[config.mk]
export PLATFORM = sky130hd
export DESIGN_NAME = ctrl_seq
export DESIGN_NICKNAME = d
export VERILOG_FILES = /design/src/rtl/ctrl_seq.sv
export SDC_FILE = /design/constraint.sdc
export NUM_CORES = 1
export LEC_CHECK = 0
export CAP_MARGIN = 40
export CORE_MARGIN = 10
export CORE_UTILIZATION = 40
export CTS_BUF_LIST = sky130_fd_sc_hd__clkbuf_8 sky130_fd_sc_hd__clkbuf_16
export CTS_CLUSTER_SIZE = 40
export DETAILED_ROUTE_END_ITERATION = 10
export DONT_BUFFER_PORTS = 1
export PLACE_DENSITY_LB_ADDON = 0.3
export SYNTH_ARGS = -nofsm -noshare
export SYNTH_HDL_FRONTEND = slang
export SYNTH_SLANG_ARGS = --single-unit
[constraint.sdc]
create_clock -name I_clk -period 7.4 [get_ports I_clk]
set_clock_uncertainty 0.1 [all_clocks]
set_input_delay 1.48 -clock I_clk [delete_from_list [all_inputs] [get_ports I_clk]]
set_output_delay 1.48 -clock I_clk [all_outputs]
set_load 0.02 [all_outputs]
[src/rtl/ctrl_seq.sv]
// One-hot pipeline sequencer: FETCH/DEC/RGRD/ALU/RGWR/MEM with stall, flush,
// memory-ready handshake with timeout, optional MEM stage and retire counter.
module ctrl_seq #(
  parameter int MEM_TIMEOUT = 15,
  parameter int CNT_W       = 16,
  parameter bit RGRD_IN_WB  = 1'b1
) (
  input  logic             I_clk,
  input  logic             I_reset_n,
  input  logic             I_stall,
  input  logic             I_flush,
  input  logic             I_memrdy,
  input  logic             I_needmem,
  output logic [5:0]       O_state,
  output logic             O_enfetch,
  output logic             O_endec,
  output logic             O_enrgrd,
  output logic             O_enalu,
  output logic             O_enrgwr,
  output logic             O_enmem,
  output logic             O_retire,
  output logic             O_timeout,
  output logic [CNT_W-1:0] O_instcnt
);

  localparam int WW = (MEM_TIMEOUT > 0) ? $clog2(MEM_TIMEOUT + 1) : 1;
  localparam bit TO_EN = (MEM_TIMEOUT > 0);
  localparam logic [WW-1:0] LP_LIMIT = TO_EN ? WW'(MEM_TIMEOUT - 1) : '0;

  typedef enum logic [5:0] {
    S_FETCH = 6'b000001,
    S_DEC   = 6'b000010,
    S_RGRD  = 6'b000100,
    S_ALU   = 6'b001000,
    S_RGWR  = 6'b010000,
    S_MEM   = 6'b100000
  } state_t;

  state_t           r_state;
  state_t           w_next;
  logic [WW-1:0]    r_wait;
  logic [WW-1:0]    w_wait;
  logic             r_retire;
  logic             r_timeout;
  logic [CNT_W-1:0] r_instcnt;
  logic             w_retire;
  logic             w_timeout;
  logic             w_legal;
  logic             w_hit;

  assign w_legal = $onehot(r_state);
  // Timeout fires on the last permitted wait cycle; memory-ready takes precedence.
  assign w_hit   = TO_EN && !I_memrdy && (r_wait == LP_LIMIT);

  // State, wait counter, pulse and retire-count registers.
  always_ff @(posedge I_clk or negedge I_reset_n) begin
    if (!I_reset_n) begin
      r_state   <= S_FETCH;
      r_wait    <= '0;
      r_retire  <= 1'b0;
      r_timeout <= 1'b0;
      r_instcnt <= '0;
    end else begin
      r_state   <= w_next;
      r_wait    <= w_wait;
      r_retire  <= w_retire;
      r_timeout <= w_timeout;
      if (w_retire) begin
        r_instcnt <= r_instcnt + CNT_W'(1'b1);
      end
    end
  end

  // Next-state, wait-counter and pulse decode: illegal > flush > stall > normal.
  always_comb begin
    w_next    = r_state;
    w_wait    = r_wait;
    w_retire  = 1'b0;
    w_timeout = 1'b0;
    if (!w_legal) begin
      w_next = S_FETCH;
      w_wait = '0;
    end else if (I_flush) begin
      w_next = S_FETCH;
      w_wait = '0;
    end else if (I_stall) begin
      w_next = r_state;
      w_wait = r_wait;
    end else begin
      w_wait = '0;
      case (r_state)
        S_FETCH: begin
          if (I_memrdy) begin
            w_next = S_DEC;
          end else if (w_hit) begin
            w_next    = S_FETCH;
            w_timeout = 1'b1;
          end else begin
            w_wait = r_wait + WW'(1'b1);
          end
        end
        S_DEC:  w_next = S_RGRD;
        S_RGRD: w_next = S_ALU;
        S_ALU:  w_next = S_RGWR;
        S_RGWR: begin
          if (I_needmem) begin
            w_next = S_MEM;
          end else begin
            w_next   = S_FETCH;
            w_retire = 1'b1;
          end
        end
        S_MEM: begin
          if (I_memrdy) begin
            w_next   = S_FETCH;
            w_retire = 1'b1;
          end else if (w_hit) begin
            w_next    = S_FETCH;
            w_timeout = 1'b1;
          end else begin
            w_wait = r_wait + WW'(1'b1);
          end
        end
        default: w_next = S_FETCH;
      endcase
    end
  end

  assign O_state   = r_state;
  assign O_enfetch = r_state[0];
  assign O_endec   = r_state[1];
  assign O_enrgrd  = r_state[2] | (r_state[4] & RGRD_IN_WB);
  assign O_enalu   = r_state[3];
  assign O_enrgwr  = r_state[4];
  assign O_enmem   = r_state[5];
  assign O_retire  = r_retire;
  assign O_timeout = r_timeout;
  assign O_instcnt = r_instcnt;

endmodule

==> flow_metrics.py, run 1 <==
metrics = {
    "clock_network": {
        "cts_buffer_depth": 2,
        "cts_hold_buf": 0,
        "ctsResizeCount": 0,
        "numCtsBuffers": 3,
        "post_cts_buffers": 0,
        "htree_levels": 1,
        "cts_tree": "yes",
        "clockRootBuffer": "clkbuf_8",
        "insertion_delay_ns": 0.28,
        "path_clk_slew_ns": 0.10,
        "cts.sinks": 28,
    },
    "synth": {
        "ys_types": 41,
        "synth_top_area_cell": "dfrtp_1",
        "ys.warnings.count": 0,
        "yosysSeqAreaShare": 0.419,
        "syn-mean-instance-area_sq_um": 10.3,
        "netlist_area_sq_um": 1670,
        "yosys_register_bits": 28,
        "synth_top_area_share": 0.404,
        "synth_fp_nets": 179,
        "synthTopCellsByArea": "dfrtp_1 (40%), xnor2_1 (7.3%), ha_1 (5.2%), nand4_1 (5.2%), nand2_1 (3.8%)",
        "netlist_instances": 163,
    },
    "worst_setup_path": {
        "cp.required_ns": 7.48,
        "cp_slowest_cell": "dfstp_2",
        "r2r_start": "O_state[0]",
        "worstSetupPathType": "reg -> reg",
        "r2r-end": "O_state[5]",
        "ff2ff_setup_slack_ns": 3.07,
        "end_kind": "register",
        "max_stage_delay_ns": 0.69,
        "critPathArrivalTime_ns": 4.41,
        "crit_top_cell": "fa_1",
        "crit_fanout": 7,
        "cp_cell_sequence": "inv_1 > fa_1 > fa_1 > inv_1 > ha_1 > fa_1 > or4b_4 > nor2_1 > nand2_1 > o32ai_1",
        "critPathLaunchType": "register",
        "r2r_cells": 10,
        "crit_start": "O_state[0]",
    },
    "global_route": {
        "grt_pass1_wl_um": 6670,
        "antenna_found_initial": 0,
        "overflow": 0,
        "grt_usage": 0.110,
        "grt_max_degree": 29,
        "grt_pass1_vias": 1323,
    },
    "finish": {
        "utilization": 0.433,
        "stdcell_area_sq_um": 1740,
        "antennaDiodeCount": 0,
        "stdcell_count": 209,
        "syn_to_final_growth_pct": 4.11,
        "fill_cells": 393,
        "regArea_sq_um": 702,
        "nets": 176,
        "drive_above_1_share": 0.0943,
        "multiInputGateArea_sq_um": 871,
    },
    "route": {
        "vias": 1263,
        "route.met3.wl_um": 463,
        "routedWlPerCell_um": 18.8,
        "ant_nets": 0,
        "route.detailed.drc": 0,
        "wl_met2_um": 1880,
        "routed_wirelength_um": 3940,
        "highest_layer": "met4",
        "drt_iter0_drc": 105,
        "vias_per_cell": 6.04,
        "drt-met1-wl_um": 1530,
        "firstDrtPassIters": 4,
    },
    "sta": {
        "fin_crit_sh": 0.586,
        "max_freq_mhz": 231,
        "period_minus_slack_ns": 4.33,
        "finalHoldViolCount": 0,
        "whs_ns": 0.454,
        "rsz0062_at_grt": "false",
        "maxSlewHeadroom": 0.513,
        "report.final.slew_viol_count": 0,
        "layout_setup_ws_ns": 3.07,
        "setup_viol": 0,
        "tightest_slew_ns": 0.731,
        "tns_ns": 0,
    },
    "die": {
        "num_rows": 23,
        "dieArea_sq_um": 7170,
        "coreArea_sq_um": 4030,
        "start_util": 0.416,
        "die_x_um": 84.7,
        "fp.dieH_um": 84.7,
        "ioPinCount": 36,
    },
    "pwr": {
        "power_density_nw_per_um2": 179,
        "irDropWorstVdd_v": 0.000111,
        "power.total_mw": 0.313,
        "cellLeakagePower_nw": 0.730,
    },
    "place": {
        "place_hpwl_um": 2910,
        "place_congestion": 0.849,
        "dpl.cell_count": 204,
        "place_ws_ns": 2.84,
        "port_buffers": 0,
        "place_area_sq_um": 1680,
    },
    "flow_run": {
        "max-cap-violations": 0,
    },
    "min_path": {
        "min_path_type": "reg -> reg",
        "worstHoldStart": "r_wait[0]",
        "holdPathEnd": "r_wait[0]",
        "worstHoldPathCells": 1,
    },
    "outcome": {
        "status": "completed",
    },
}
per-layer routing:
layer / up-vias / global-route usage
met3: 9 / 0.0618
met2: 50 / 0.177
met5: - / 0
met1: 624 / 0.120
met4: 0 / 0.0389
li1: 580 / -
critical path: cells and delay by family, from the launching register on:
kind,cells,cell delay (ns)
buffers and inverters,2,0.22
AOI/OAI and AO/OA,1,0.32
DFF,1,0.69
and+or+nand+nor,3,1.23
adders and majority gates,4,1.66
worst max path at each step:
stage          depth (start not counted)       endpoint  slack (ns)
5_1_grt                               10     O_state[5]        2.90
2_1_floorplan                         11   O_instcnt[2]        3.51
4_1_cts                               10  O_instcnt[13]        2.83
6_report                              10     O_state[5]        3.07
3_5_place_dp                          10  O_instcnt[13]        2.84
3_3_place_gp                          10  O_instcnt[13]        2.97
registers in the layout (all words and copies together) (netlist names):
| name | flops |
|---|---|
| r_wait | 4 |
| O_instcnt | 16 |
| O_timeout | 1 |
| O_retire | 1 |
| O_state | 6 |
synth_stat cells:
master     number
dfrtp_1        27
nand2_1        17
nand4_1        14
xnor2_1        14
inv_1          11
nor2_1          8
ha_1            7
and3_1          5
buf_4           5
nand3_1         5
a31oi_1         4
o21ai_0         4
clkbuf_1        3
fa_1            3
nand4b_1        3
a211oi_1        2
a32o_1          2
mux2_2          2
nand3_2         2
nor4_1          2
nor4bb_1        2
o22ai_1         2
a2111oi_2       1
a2111oi_4       1
a211o_1         1
a221oi_1        1
a32oi_1         1
a41oi_1         1
and2_1          1
buf_6           1
dfstp_2         1
nand2b_1        1
nand4bb_1       1
nor3_1          1
nor4b_1         1
o211ai_1        1
o32ai_1         1
or2_2           1
or3b_2          1
or4b_4          1
xor2_1          1
power breakdown:
group | leakage, nW | total [mW] | internal [mW] | switching [mW]
combinational | 0.314 | 0.0501 | 0.0196 | 0.0305
sequential | 0.387 | 0.165 | 0.157 | 0.00867
clock | 0.0288 | 0.0972 | 0.0477 | 0.0495
cell families after synthesis:
kind of cell,after synthesis,share of synthesized area
simple gates,66,0.229
flops,28,0.419
compound gates,22,0.111
buf+inv,20,0.0605
xor+xnor,15,0.0785
fa+ha+maj,10,0.0882
mux,2,0.0135
area by class of cell:
type                    instances  share of cell area
multi-input cells             115               0.500
repair buffers                  1             0.00646
flip-flops and latches         28               0.403
inverters                      11              0.0237
well taps                      50              0.0359
clock buffers                   4              0.0316
placed cells by master, fill, tap and decap left out, drive strengths merged, types with 3 or more instances in the layout:
cell type,Yosys,routed
dfrtp,27,27
nand2,17,17
nand4,14,14
xnor2,14,14
inv,11,11
nor2,8,8
ha,7,7
nand3,7,7
and3,5,5
a31oi,4,4
o21ai,4,4
clkbuf,3,4
nand4b,3,3
fa,3,3
Note: power is estimated with default switching activity, not from simulation.
==> run 2: changes to the inputs <==
==> constraint.sdc (replaced) <==
create_clock -name I_clk -period 4.3 [get_ports I_clk]
set_clock_uncertainty 0.1 [all_clocks]
set_input_delay 0.86 -clock I_clk [delete_from_list [all_inputs] [get_ports I_clk]]
set_output_delay 0.86 -clock I_clk [all_outputs]
set_load 0.02 [all_outputs]
==> flow_metrics.py, run 2 (synthesized netlist as in run 1, its figures left out) <==
metrics = {
    "pwr": {
        "irDropWorstVdd_v": 0.000121,
        "power_density_nw_per_um2": 324,
        "power.total_mw": 0.582,
        "cellLeakagePower_nw": 0.763,
    },
    "clock_network": {
        "cts.sinks": 28,
        "post_cts_buffers": 0,
        "htree_levels": 1,
        "cts_buffer_depth": 2,
        "cts_tree": "yes",
        "path_clk_slew_ns": 0.10,
        "insertion_delay_ns": 0.27,
        "clockRootBuffer": "clkbuf_8",
        "ctsResizeCount": 0,
        "numCtsBuffers": 3,
        "cts_hold_buf": 0,
    },
    "route": {
        "firstDrtPassIters": 4,
        "drt_iter0_drc": 67,
        "vias_per_cell": 5.92,
        "routedWlPerCell_um": 17.9,
        "ant_nets": 0,
        "route.detailed.drc": 0,
        "routed_wirelength_um": 3820,
        "vias": 1266,
    },
    "finish": {
        "mostFrequentLayoutCell": "dfrtp_1",
        "nets": 181,
        "stdcell_area_sq_um": 1790,
        "utilization": 0.445,
        "antennaDiodeCount": 0,
        "regArea_sq_um": 702,
        "multiInputGateArea_sq_um": 871,
        "stdcell_count": 214,
        "drive_above_1_share": 0.122,
        "largest_register_ffs": 16,
        "final_cell_mix": "dfrtp_1 (27), nand2_1 (17), nand4_1 (14), xnor2_1 (14), inv_1 (11)",
        "fill_cells": 398,
        "syn_to_final_growth_pct": 7.10,
    },
    "worst_setup_path": {
        "critPathLaunchType": "register",
        "cp.required_ns": 4.37,
        "crit_fanout": 7,
        "end_kind": "register",
        "worstSetupPathType": "reg -> reg",
        "critPathArrivalTime_ns": 4.03,
    },
    "sta": {
        "rsz0062_at_grt": "false",
        "report.final.slew_viol_count": 0,
        "setup_viol": 0,
        "maxSlewHeadroom": 0.630,
        "period_minus_slack_ns": 3.96,
        "tightest_slew_ns": 0.552,
        "tns_ns": 0,
        "max_freq_mhz": 253,
        "finalHoldViolCount": 0,
        "fin_crit_sh": 0.920,
    },
    "global_route": {
        "grt_usage": 0.108,
        "antenna_found_initial": 0,
        "grt_pass1_wl_um": 6560,
        "grt_max_degree": 29,
        "overflow": 0,
        "grt_pass1_vias": 1317,
    },
    "die": {
        "die_x_um": 84.7,
        "ioPinCount": 36,
        "num_rows": 23,
        "start_util": 0.416,
        "dieArea_sq_um": 7170,
        "fp.dieH_um": 84.7,
        "coreArea_sq_um": 4030,
    },
    "min_path": {
        "min_path_type": "in -> async",
    },
    "place": {
        "port_buffers": 0,
        "place_congestion": 0.876,
        "place_hpwl_um": 2930,
        "place_area_sq_um": 1720,
        "dpl.cell_count": 210,
    },
    "flow_run": {
        "max-cap-violations": 0,
    },
    "outcome": {
        "status": "completed",
    },
}
[run 2: cell count changes in the layout (fill, tap and decap cells not counted)]
| cell | change |
|---|---|
| clkbuf_8 | -1 |
| buf_4 | +6 |
| buf_6 | -1 |
| bufinv_16 | +1 |
[run 2: final cells by class]
| type | instances | area share |
|---|---|---|
| Tap cell | 50 | 0.0349 |
| Sequential cell | 28 | 0.391 |
| Inverter | 11 | 0.0230 |
| Multi-Input combinational cell | 115 | 0.486 |
| Clock inverter | 1 | 0.0167 |
| Timing Repair Buffer | 6 | 0.0251 |
| Clock buffer | 3 | 0.0230 |
[run 2: worst paths after layout]
kind / endpoint / start / slack, ns / depth (start not counted)
max: O_state[5] / O_state[0] / 0.34 / 10
min: O_timeout / I_reset_n / 0.17 / 0
max reg2reg: O_state[5] / O_state[0] / 0.34 / 10
min reg2reg: r_wait[0] / r_wait[0] / 0.46 / 1
max in group asynchronous: O_state[0] / I_reset_n / 3.77 / 0
min in group I_clk: r_wait[0] / r_wait[0] / 0.46 / 1
[run 2: power breakdown]
group | internal [mW] | switching (mW) | total, mW
combinational | 0.0379 | 0.0638 | 0.102
sequential | 0.269 | 0.00400 | 0.273
clock | 0.125 | 0.0820 | 0.207
[run 2: metal layers]
| metal | wire length [um] | track usage | share of wire | vias up |
|---|---|---|---|---|
| met2 | 1820 | 0.175 | 0.48 | 58 |
| met3 | 508 | 0.0541 | 0.13 | 4 |
| li1 | - | - | - | 588 |
| met5 | 0 | 0 | 0 | - |
| met4 | 42 | 0.0344 | 0.011 | 0 |
| met1 | 1450 | 0.120 | 0.38 | 616 |
[run 2: critical path, stage by stage (launching register included)]
cell     delay (ns)
dfstp_2        0.54
inv_1          0.10
fa_1           0.50
fa_1           0.50
inv_1          0.04
ha_1           0.18
fa_1           0.46
or4b_4         0.58
nor2_1         0.38
nand2_1        0.17
o32ai_1        0.30
[run 2: metrics by stage]
step / hold WS [ns] / worst slack (ns)
after floorplan: 0.396 / 0.415
after global placement: 0.422 / 0.422
after detailed placement: 0.438 / 0.355
after CTS: 0.158 / 0.315
after global routing: 0.140 / 0.148
final: 0.168 / 0.342
==> run 3: changes to the inputs <==
--- a/config.mk
+++ b/config.mk
@@ -13,6 +13,7 @@
 export DETAILED_ROUTE_END_ITERATION = 10
 export DONT_BUFFER_PORTS = 1
 export PLACE_DENSITY_LB_ADDON = 0.3
+export SLEW_MARGIN = 20
 export SYNTH_ARGS = -nofsm -noshare
 export SYNTH_HDL_FRONTEND = slang
 export SYNTH_SLANG_ARGS = --single-unit
==> results of run 3 <==
The final DEF is identical to that of run 2; final timing and power are the same.
==> edit 1, RTL diff (config.mk and constraints of run 1) <==
The parameter `MEM_TIMEOUT` goes from 15 to 16.
--- a/src/rtl/ctrl_seq.sv
+++ b/src/rtl/ctrl_seq.sv
@@ -1,7 +1,7 @@
 // One-hot pipeline sequencer: FETCH/DEC/RGRD/ALU/RGWR/MEM with stall, flush,
 // memory-ready handshake with timeout, optional MEM stage and retire counter.
 module ctrl_seq #(
-  parameter int MEM_TIMEOUT = 15,
+  parameter int MEM_TIMEOUT = 16,
   parameter int CNT_W       = 16,
   parameter bit RGRD_IN_WB  = 1'b1
 ) (
Behaviour: same outputs for any inputs over 10 cycles, from zero or initial values and one cycle with I_reset_n low; that may be too few to reach the edited logic, so the function may still have changed.
==> edit 1 against run 1 <==
- first-iteration DRC count up 63%
- area after synthesis up 3.8%
- worst setup slack gained 0.095 ns
- synthesized cell count increased by 5.5%
- largest cell class unchanged
- power grew 18%
- design area is 3.2% higher
- sequential cell count increased by 1
- wire length shrank 4.7%
- largest power group unchanged
==> edit 1: results (changes against run 1) <==
| Metric | Value |
|---|---|
| Status | `completed (unchanged)` |
| Plain + repair buffers | `0 (was 1)` |
| First-pass GRT wire length | `6380 um (was 6670 um)` |
| Clk. pwr | `0.122 mW (was 0.0972 mW)` |
| Nonclk inv count | `14 (was 11)` |
| Number of fill cells in the layout | `396 (was 393)` |
| Hold Startpoint | `r_wait[4]$_DFFE_PN0P_ (was r_wait[0]$_DFFE_PN0P_)` |
| Fraction of layout cells with a size suffix above 1 | `10.1% (was 9.43%)` |
| Initial drt markers | `171 (was 105)` |
| Final nets | `182 (was 176)` |
| Design area | `1800 um^2 (was 1740 um^2)` |
| Post-DP Area | `1720 um^2 (was 1680 um^2)` |
| Vias in the first global route | `1,272 (was 1,323)` |
| Worst EP arrival | `4.30 ns (was 4.41 ns)` |
| Final core utilization | `43.7% (was 43.3%)` |
| Sw Share | `30.7% (was 28.3%)` |
| Hold_ws | `0.397 ns (was 0.454 ns)` |
| Syn avg cell area | `10.1 um^2 (was 10.3 um^2)` |
| Setup crit end | `O_instcnt[1]$_DFFE_PN0P_ (was O_state[5]$_DFFE_PN0P_)` |
| TritonCTS buffer count | `5 (was 3)` |
| Multi-input combinational area share | `48.6% (was 50.0%)` |
| Comb_multi_in | `117 (was 115)` |
| P_seq | `0.175 mW (was 0.165 mW)` |
| Routed vias | `1,237 (was 1,263)` |
| Leakage power | `0.752 nW (was 0.730 nW)` |
| Vias per cell | `5.67 (was 6.04)` |
| Clk pin slew, worst setup/hold paths | `0.06 ns (was 0.10 ns)` |
| Clock power frac | `33.1% (was 31.1%)` |
| HPWL after DPL | `2850 um (was 2910 um)` |
| Crit Path Max Fanout | `8 (was 7)` |
| WL/cell | `17.2 um (was 18.8 um)` |
| Largest net degree at the start of global routing | `30 (was 29)` |
| Slew margin rel. | `49.6% (was 51.3%)` |
| Clk cell area share | `4.59% (was 3.16%)` |
| All-Layer GR Usage | `10.5% (was 11.0%)` |
| Synth top cells by count | `dfrtp_1, inv_1, nand3_1, xnor2_1, nand2_1 (was dfrtp_1, nand2_1, nand4_1, xnor2_1, inv_1)` |
==> edit 1: changes by cell type after synthesis, moves of 5 or more <==
| cell | change |
|---|---|
| a21oi_1 | +5 |
| and3_1 | -5 |
| nand2_1 | -7 |
| nand3_1 | +9 |
| nand4_1 | -5 |
| nor3_1 | +5 |
==> edit 1: per-layer routing <==
layer / part of all wire, % / global-route usage (%)
met5: 0 / 0
met4: 0.69 / 3.74
met3: 8.9 / 4.64
met2: 48 / 16.5
met1: 42 / 12.4
==> edit 1: cells by family (layout without fill, tap and decap cells) <==
group                      count (synthesis)  in the layout  synth area share (%)
xor gates and xnor gates                  15             15                  7.56
AOI/OAI and AO/OA                         18             18                  8.14
DFF                                       29             29                  41.8
buffers and inverters                     26             22                  7.85
muxes                                      5              5                  3.02
and+or+nand+nor                           70             70                  23.8
adders and majority gates                  9              9                  7.78
==> edit 2, RTL diff (config.mk and constraints of run 1) <==
Made on the original files. Register the output `O_instcnt` once more, with the module's reset; this adds one clock of latency there. The other outputs are not delayed to match.
--- a/src/rtl/ctrl_seq.sv
+++ b/src/rtl/ctrl_seq.sv
@@ -135,7 +135,13 @@
   assign O_enmem   = r_state[5];
   assign O_retire  = r_retire;
   assign O_timeout = r_timeout;
-  assign O_instcnt = r_instcnt;
+  always_ff @(posedge I_clk or negedge I_reset_n) begin
+    if (!I_reset_n) begin
+      O_instcnt <= '0;
+    end else begin
+      O_instcnt <= r_instcnt;
+    end
+  end
 
 endmodule
 
Check against the original RTL: not equivalent (Yosys sat finds a counterexample within 10 cycles, from zero or initial values and one cycle with I_reset_n low).
==> edit 2 against run 1 <==
- design area grew 24%
- sequential cell count is 16 higher
- wire length up 2.2%
- power is 47% higher
- first-iteration DRC count fell by 62%
- area after synthesis up 22%
- die area rose by 17%
- non-clock buffer count unchanged
- synthesized cell count increased by 8.0%
- worst setup slack worse by 0.15 ns
- largest cell class is now sequential cells
- highest routed layer unchanged
==> edit 2: results (changes against run 1) <==
| Metric | Value |
|---|---|
| Largest net degree at the start of global routing | `45 (was 29)` |
| All-Layer GR Usage | `9.83% (was 11.0%)` |
| IR Drop Worst-Case VDD | `0.100 mV (was 0.111 mV)` |
| Sequential-to-total area share from yosys stat | `54.0% (was 41.9%)` |
| Final nets | `188 (was 176)` |
| TritonCTS buffer count | `5 (was 3)` |
| Hold Path Class | `reg2reg (unchanged)` |
| Leakage power | `0.983 nW (was 0.730 nW)` |
| Vias in the first global route | `1,357 (was 1,323)` |
| Clk pin slew, worst setup/hold paths | `0.08 ns (was 0.10 ns)` |
| Crit. Startpoint | `O_state[3]$_DFFE_PN0P_ (was O_state[0]$_DFFE_PN1P_)` |
| Worst-Skew Late Latency | `0.29 ns` |
| Synth cell types | `43 (was 41)` |
| Crit Path Max Fanout | `17 (was 7)` |
| Setup crit end | `r_instcnt[1]$_DFFE_PN0P_ (was O_state[5]$_DFFE_PN0P_)` |
| WHS Endpoint | `O_instcnt[15]$_DFF_PN0_ (was r_wait[0]$_DFFE_PN0P_)` |
| Hold path depth | `0 (was 1)` |
| CP endpoint kind | `flip-flop (unchanged)` |
| Post-DP Area | `2040 um^2 (was 1680 um^2)` |
| Synth top cells by count | `dfrtp_1, xnor2_1, nand2_1, inv_1, nand3_1 (was dfrtp_1, nand2_1, nand4_1, xnor2_1, inv_1)` |
| Routed wire length | `4020 um (was 3940 um)` |
| Internal power | `0.354 mW (was 0.224 mW)` |
| CTS H-tree depth | `2 (was 1)` |
| Synth area leaders | `dfrtp_1, xnor2_1, ha_1, fa_1, nand3_1 (was dfrtp_1, xnor2_1, ha_1, nand4_1, nand2_1)` |
| Top_reg_cell synth | `dfrtp_1 (unchanged)` |
| GPL Wtd Cong | `0.846 (was 0.849)` |
| Hold Startpoint | `r_instcnt[15]$_DFFE_PN0P_ (was r_wait[0]$_DFFE_PN0P_)` |
| Crit path max-delay cell type | `or4b_1 (was dfstp_2)` |
| Slew margin rel. | `50.5% (was 51.3%)` |
| Slowest stage delay, CP | `0.79 ns (was 0.69 ns)` |
| Hold_ws | `0.318 ns (was 0.454 ns)` |
| Worst EP arrival | `4.56 ns (was 4.41 ns)` |
| HPWL after DPL | `2890 um (was 2910 um)` |
| Status | `completed (unchanged)` |
| Initial drt markers | `40 (was 105)` |
| First-pass GRT wire length | `6720 um (was 6670 um)` |
| Reg2reg setup slack | `2.92 ns (was 3.07 ns)` |
| Fraction of layout cells with a size suffix above 1 | `8.67% (was 9.43%)` |
| Number of fill cells in the layout | `449 (was 393)` |
-- edit 2: power by group through the flow --
| stage | sequential (mW) | combinational, mW | clock (mW) |
|---|---|---|---|
| after floorplan | 0.253 | 0.0340 | 0 |
| after global placement | 0.257 | 0.0337 | 0 |
| after detailed placement | 0.257 | 0.0358 | 0 |
| after CTS | 0.252 | 0.0359 | 0.181 |
| after global routing | 0.253 | 0.0418 | 0.190 |
| final | 0.252 | 0.0362 | 0.173 |
-- edit 2: logic make-up (layout without fill, tap and decap cells) --
logic type,Yosys count,in the layout,share of synthesized area (%)
AO/OA/AOI/OAI,20,20,6.99
XOR/XNOR,16,16,7.23
multiplexers,2,2,1.04
flip-flops,44,44,54.0
AND/OR/NAND/NOR,62,62,17.4
buffers and inverters,22,19,6.13
adder cells (fa/ha/maj),10,10,7.23
-- edit 2: through the flow --
stage	setup WS [ns]	cells
finish	2.92	240
global route	2.70	240
CTS	2.50	239
detailed placement	2.50	231
global placement	2.67	231
floorplan	3.37	176
-- edit 2: layout make-up --
type | instances | area [um^2] | area share [%]
flip-flops and latches | 44 | 1100 | 51.1
inverters | 10 | 37.5 | 1.74
multi-input cells | 110 | 815 | 37.8
clock buffers | 5 | 68.8 | 3.19
well taps | 67 | 83.8 | 3.89
repair buffers | 1 | 11.3 | 0.522
clock inverters | 3 | 38.8 | 1.80
-- edit 2: layer usage --
| metal | part of all wire, % | routed length, um | GRT usage [%] |
|---|---|---|---|
| met1 | 39 | 1550 | 10.3 |
| met4 | 0.87 | 35 | 3.79 |
| met3 | 8.4 | 338 | 4.53 |
| met5 | 0 | 0 | 0 |
| met2 | 52 | 2100 | 16.8 |
